<file path="src/rtl/sha3_pkg.sv">
// Shared definitions for the sha3 engine and its front ends: default widths
// and the arbiter state encoding.
package sha3_pkg;

  localparam int SHA3_N     = 128;
  localparam int SHA3_MDLEN = 256;

  localparam logic [1:0] ST_IDLE     = 2'd0;
  localparam logic [1:0] ST_ISSUE    = 2'd1;
  localparam logic [1:0] ST_WAIT_RES = 2'd2;
  localparam logic [1:0] ST_DELIVER  = 2'd3;

  typedef enum logic [1:0] {
    IDLE     = ST_IDLE,
    ISSUE    = ST_ISSUE,
    WAIT_RES = ST_WAIT_RES,
    DELIVER  = ST_DELIVER
  } state_t;

endpackage

</file>
<file path="src/rtl/sha3_arbiter_rr_pick.sv">
// Combinational round-robin selector: first set request bit strictly after
// rr_ptr, wrapping modulo NREQ, so the requester at rr_ptr has lowest priority.
module rr_pick #(
  parameter int NREQ = 4,
  parameter int IDW  = 2
) (
  input  logic [NREQ-1:0] req,
  input  logic [IDW-1:0]  rr_ptr,
  output logic            any,
  output logic [IDW-1:0]  idx
);

  logic [IDW:0] cand;

  // Walk offsets from farthest to nearest so the nearest set bit wins.
  always_comb begin
    any  = 1'b0;
    idx  = '0;
    cand = '0;
    for (int i = NREQ; i >= 1; i--) begin
      cand = {1'b0, rr_ptr} + (IDW+1)'(i);
      if (cand >= (IDW+1)'(NREQ)) begin
        cand = cand - (IDW+1)'(NREQ);
      end
      if (req[cand[IDW-1:0]]) begin
        any = 1'b1;
        idx = cand[IDW-1:0];
      end
    end
  end

endmodule

</file>
<file path="src/rtl/sha3_arbiter.sv">
// Round-robin front end sharing one single-block sha3 engine among NREQ
// requesters; holds the accepted message on the engine input for the whole job.
module sha3_arbiter
  import sha3_pkg::*;
#(
  parameter int NREQ  = 4,
  parameter int IDW   = 2,
  parameter int N     = SHA3_N,
  parameter int MDLEN = SHA3_MDLEN,
  parameter int LATW  = 16
) (
  input  logic              clk,
  input  logic              rst,
  input  logic [NREQ-1:0]   req_valid,
  input  logic [NREQ*N-1:0] md_in,
  output logic [NREQ-1:0]   req_ready,
  output logic [NREQ-1:0]   res_valid,
  input  logic [NREQ-1:0]   res_ready,
  output logic [MDLEN-1:0]  md_out,
  output logic [IDW-1:0]    grant_id,
  output logic              busy,
  output logic [LATW-1:0]   last_lat,
  output logic [N-1:0]      eng_md_in,
  output logic              eng_req_valid,
  input  logic              eng_req_ready,
  input  logic              eng_req_busy,
  input  logic              eng_res_valid,
  output logic              eng_res_ready,
  input  logic [MDLEN-1:0]  eng_md_out,
  output state_t            dbg_state
);

  // Handshakes: a transfer happens on a clock edge where valid and ready are
  // both 1. Client req_ready and engine res_ready are single-cycle pulses issued
  // the cycle after the accepting/capturing edge; res_valid and eng_req_valid
  // stay high until the partner's ready is sampled.

  state_t            state_q;
  logic [IDW-1:0]    rr_ptr_q;
  logic [IDW-1:0]    grant_q;
  logic [N-1:0]      msg_q;
  logic [MDLEN-1:0]  md_q;
  logic [NREQ-1:0]   req_ready_q;
  logic [NREQ-1:0]   res_valid_q;
  logic [LATW-1:0]   lat_q;
  logic [LATW-1:0]   lat_d;
  logic [LATW-1:0]   last_lat_q;
  logic              eng_req_valid_q;
  logic              eng_res_ready_q;
  logic              busy_q;

  logic              pick_any;
  logic [IDW-1:0]    pick_idx;
  logic [N-1:0]      pick_msg;
  logic              unused_eng_busy;

  assign unused_eng_busy = eng_req_busy;

  rr_pick #(
    .NREQ (NREQ),
    .IDW  (IDW)
  ) u_pick (
    .req    (req_valid),
    .rr_ptr (rr_ptr_q),
    .any    (pick_any),
    .idx    (pick_idx)
  );

  always_comb begin
    pick_msg = '0;
    for (int i = 0; i < NREQ; i++) begin
      if (pick_idx == IDW'(i)) begin
        pick_msg = md_in[i*N +: N];
      end
    end
  end

  assign lat_d = (lat_q == '1) ? lat_q : lat_q + LATW'(1);

  always_ff @(posedge clk or negedge rst) begin
    if (!rst) begin
      state_q         <= IDLE;
      rr_ptr_q        <= IDW'(NREQ-1);
      grant_q         <= '0;
      msg_q           <= '0;
      md_q            <= '0;
      req_ready_q     <= '0;
      res_valid_q     <= '0;
      lat_q           <= '0;
      last_lat_q      <= '0;
      eng_req_valid_q <= 1'b0;
      eng_res_ready_q <= 1'b0;
      busy_q          <= 1'b0;
    end else begin
      req_ready_q     <= '0;
      eng_res_ready_q <= 1'b0;
      case (state_q)
        IDLE: begin
          if (pick_any) begin
            req_ready_q     <= NREQ'(1) << pick_idx;
            msg_q           <= pick_msg;
            grant_q         <= pick_idx;
            lat_q           <= '0;
            eng_req_valid_q <= 1'b1;
            busy_q          <= 1'b1;
            state_q         <= ISSUE;
          end
        end
        ISSUE: begin
          lat_q <= lat_d;
          if (eng_req_ready) begin
            eng_req_valid_q <= 1'b0;
            state_q         <= WAIT_RES;
          end
        end
        WAIT_RES: begin
          lat_q <= lat_d;
          if (eng_res_valid) begin
            md_q            <= eng_md_out;
            eng_res_ready_q <= 1'b1;
            last_lat_q      <= lat_q;
            res_valid_q     <= NREQ'(1) << grant_q;
            state_q         <= DELIVER;
          end
        end
        DELIVER: begin
          // Only the owner's res_ready matters; the owner drops to lowest priority.
          if (res_ready[grant_q]) begin
            res_valid_q <= '0;
            rr_ptr_q    <= grant_q;
            busy_q      <= 1'b0;
            state_q     <= IDLE;
          end
        end
        default: state_q <= IDLE;
      endcase
    end
  end

  assign req_ready     = req_ready_q;
  assign res_valid     = res_valid_q;
  assign md_out        = md_q;
  assign grant_id      = grant_q;
  assign busy          = busy_q;
  assign last_lat      = last_lat_q;
  assign eng_md_in     = msg_q;
  assign eng_req_valid = eng_req_valid_q;
  assign eng_res_ready = eng_res_ready_q;
  assign dbg_state     = state_q;

  a_res_onehot: assert property (@(posedge clk) disable iff (!rst) $onehot0(res_valid_q));
  a_busy_state: assert property (@(posedge clk) disable iff (!rst) busy_q == (state_q != IDLE));
  a_eng_valid:  assert property (@(posedge clk) disable iff (!rst) eng_req_valid_q == (state_q == ISSUE));
  a_deliver:    assert property (@(posedge clk) disable iff (!rst) (res_valid_q != '0) == (state_q == DELIVER));

endmodule

</file>
<file path="config.mk">
export PLATFORM = sky130hd
export DESIGN_NAME = sha3_arbiter
export DESIGN_NICKNAME = d
export VERILOG_FILES = /design/src/rtl/sha3_pkg.sv /design/src/rtl/sha3_arbiter_rr_pick.sv /design/src/rtl/sha3_arbiter.sv
export SDC_FILE = /design/constraint.sdc
export NUM_CORES = 1
export LEC_CHECK = 0
export CORE_AREA = 2 2 463 465
export DETAILED_ROUTE_END_ITERATION = 6
export DIE_AREA = 0 0 465 467
export PLACE_DENSITY = 0.32
export SLEW_MARGIN = 10
export SYNTH_ARGS = -nofsm -noshare
export SYNTH_HDL_FRONTEND = slang
export SYNTH_HIERARCHICAL = 1
export SYNTH_SLANG_ARGS = --single-unit
</file>
<file path="constraint.sdc">
create_clock -name clk -period 2.59 [get_ports clk]
set_clock_uncertainty 0.2 [all_clocks]
set_input_delay 0.518 -clock clk [delete_from_list [all_inputs] [get_ports clk]]
set_output_delay 0.518 -clock clk [all_outputs]
set_load 0.02 [all_outputs]
</file>
==> flow_metrics.env <==
export IMPL_yosysTopAreaCell="dfrtp_1"
export IMPL_die_area_mm2=0.217
export IMPL_slowest_stage="dfstp_2"
export IMPL_viasPerCell=3.09
export IMPL_area_growth_pct=94.3
export IMPL_ant_nets=0
export IMPL_synthFlopType="dfrtp_1"
export IMPL_setup_violations=5
export IMPL_route_detailed_drc=0
export IMPL_drt_iter0_drc=502
export IMPL_cpPeakStageDelay_ns=0.57
export IMPL_path_buf_inv=2
export IMPL_cts_sinks=433
export IMPL_grt_usage=0.124
export IMPL_antenna_found_initial=92
export IMPL_crit_family="multiplexers"
export IMPL_grt_pass1_vias=18500
export IMPL_fillCellCount=23100
export IMPL_yosys_warnings=6
export IMPL_crit_type="flip-flop to flip-flop"
export IMPL_vias=16600
export IMPL_gr_total_overflow=0
export IMPL_ys_seq_area_frac=0.554
export IMPL_hp_class="input pin to asynchronous set/reset pin"
export IMPL_synth_area_leaders="dfrtp_1 (55%), mux2_2 (24%), mux4_2 (15%), buf_2 (1.3%), nand2_1 (0.50%)"
export IMPL_synth_top_cell_area_share=0.551
export IMPL_cpMostUsedCell="buf_12"
export IMPL_cts_tree="yes"
export IMPL_final_nets=3271
export IMPL_top_usage_layer="met2"
export IMPL_power_leakage_nw=14.5
export IMPL_synth_compound_area_frac=0.0142
export IMPL_critPathLaunchType="flip-flop"
export IMPL_dieHeight_um=467
export IMPL_routed_wl_um=139000
export IMPL_ir_worst_vdd_uv=781
export IMPL_htreeDepth=2
export IMPL_violations="setup timing"
export IMPL_path_clk_slew_ns=0.06
export IMPL_wire_per_inst_um=26.0
export IMPL_hold_ws_ns=0.124
export IMPL_cts_root_buf="clkbuf_16"
export IMPL_cp_required_ns=2.96
export IMPL_powerDensity_mw_per_mm2=1160
export IMPL_grt_pass1_wl_um=181000
export IMPL_syn_cell_area_mm2=0.0196
export IMPL_status="finished, violations left"
export IMPL_io_pins=1196
export IMPL_ys_ff_latch=433
export IMPL_gp_congestion=0.817
export IMPL_synthMuxAreaShare=0.387
export IMPL_dp_hpwl_um=120000
export IMPL_synth_edf_count=0
export IMPL_gr_usage_met1=0.111
export IMPL_layout_drive_gt1_share=0.304
export IMPL_use_met3=0.0563
export IMPL_synthArstFlopShare=1.00
export IMPL_grt_start_max_net_pins=59
export IMPL_final_area_mm2=0.0380
export IMPL_synth_top_family_by_area="multiplexers"
export IMPL_dieWidth_um=465
export IMPL_final_min_clock_period_ns=2.59
export IMPL_insertion_delay_ns=0.71
export IMPL_port_buffer_count=1194
export IMPL_synthAdderAreaFrac=0.00320
export IMPL_start_util=0.0925
export IMPL_fin_setup_tns_ns=-0.0113
export IMPL_tightest_slew_ns=0.707
export IMPL_cts_buffer_depth=3
export IMPL_rows=169
export IMPL_cts_buffers=60
export IMPL_placed_area_mm2=0.0359
export IMPL_synth_xor_area_frac=0
export IMPL_rsz0062_at_grt="yes"
export IMPL_slew_headroom=0.526
export IMPL_yosysMostFrequentCell="dfrtp_1"
export IMPL_finalWorstSetupSlack_ns=-0.00425
export IMPL_path_cells="nand2b_4 -> a21oi_2 -> o221ai_4 -> buf_12 -> buf_12 -> mux4_2 -> mux2_2"
export IMPL_drv_slew=0
export IMPL_syn_inst=1190
export IMPL_core_area_mm2=0.212
export IMPL_ys_types=47
export IMPL_arrival_ns=2.97
export IMPL_synthSimpleGateAreaFrac=0.0208
export IMPL_finalCritPeriodShare=1.00
export IMPL_cp_max_fo=15
export IMPL_cp_end_kind="flip-flop"
export IMPL_max_freq_mhz=385
export IMPL_finalHoldViolations=0
export IMPL_grt_met2_usage=0.245
export IMPL_drv_cap=0
export IMPL_syn_mean_instance_area_um2=16.5
export IMPL_first_pass_iters=4
export IMPL_synthTopCellsByCount="dfrtp_1 (431), mux2_2 (411), mux4_2 (129)"
export IMPL_syn_nets=1976
-- area by class of cell --
| type | count | area, µm² | share of cell area |
|---|---|---|---|
| repair buffers | 1313 | 13200 | 0.347 |
| flip-flops and latches | 433 | 10800 | 0.285 |
| multi-input cells | 669 | 8420 | 0.221 |
| well taps | 2821 | 3530 | 0.0928 |
| clock buffers | 95 | 1750 | 0.0461 |
| clock inverters | 9 | 195 | 0.00513 |
| diodes | 26 | 65.1 | 0.00171 |
| inverters | 8 | 37.5 | 0.000987 |
-- metal layers --
layer,vias up,share of wire
li1,7145,-
met1,8270,0.31
met2,915,0.56
met3,242,0.10
met4,42,0.028
met5,-,0.0019
-- logic make-up after synthesis --
group                    after synthesis
multiplexers                         545
flip-flops                           433
buffers and inverters                 88
AND/OR/NAND/NOR                       78
AO/OA/AOI/OAI                         41
adder cells (fa/ha/maj)                5
-- worst register-to-register path, cell delays in order (launching register included) --
cell and delay, ns:
dfstp_2 0.57, nand2b_4 0.13, a21oi_2 0.07, o221ai_4 0.22, buf_12 0.22, buf_12 0.25
mux4_2 0.52, mux2_2 0.27
-- where the power goes --
group	internal (mW)	switching, mW	leakage, nW	total [mW]
Clock	4.91	3.59	0.941	8.50
Combinational	12.3	11.3	8.34	23.6
Sequential	10.1	2.07	5.17	12.2
Total	27.3	17.0	14.5	44.3
-- state kept, by name, summed over array words and instances, names as in the netlist --
register,flops
busy,1
dbg_state,2
eng_md_in,128
eng_req_valid,1
eng_res_ready,1
grant_id,2
last_lat,16
lat_q,16
md_out,256
req_ready,4
res_valid,4
rr_ptr_q,2
-- cells in the final DEF, fill, tap and decap left out, types with 4 or more instances in the layout --
cell / n
clkbuf_16: 62
nand3_1: 8
a31oi_1: 6
o21ai_0: 11
buf_4: 97
buf_12: 28
inv_1: 7
dfrtp_1: 428
nand4_1: 4
clkbuf_1: 23
clkdlybuf4s50_1: 1135
mux4_2: 129
mux2i_1: 5
dlygate4sd2_1: 44
clkbuf_8: 12
mux2_2: 397
diode_2: 26
nor2_1: 14
mux2_4: 14
nand2_1: 26
a21oi_1: 8
ha_1: 5
-- stage by stage --
step	util	setup slack, ns	cells	power, mW
after global routing	0.180	-0.104	5358	46.9
final	0.180	-0.00425	5374	44.3
after floorplan	-	-0.0875	1190	23.3
after CTS	0.179	-0.0309	5345	45.3
after detailed placement	0.170	-0.554	5239	36.6
after global placement	0.170	-0.545	5239	36.6
-- path summary, 6_finish.rpt --
path	startpoint	slack (ns)	endpoint	depth (start not counted)
max in group asynchronous	rst	1.24	md_out[58]	3
hold reg to reg	md_out[138]	0.30	md_out[138]	1
setup reg to reg	rr_ptr_q[1]	-0.004	eng_md_in[125]	7
setup / recovery	rr_ptr_q[1]	-0.004	eng_md_in[125]	7
min in group clk	eng_md_out[19]	0.22	md_out[19]	2
hold / removal	rst	0.12	busy	2
-- what timing repair did --
item,4_1_cts,5_1_grt
hold buffers,1,0
buffers inserted,1,1
endpoints found under the hold margin,251,0
resized for setup,48,19
endpoints found under the setup margin,110,112
cloned,0,2
Power figures use the tool's default switching activity.
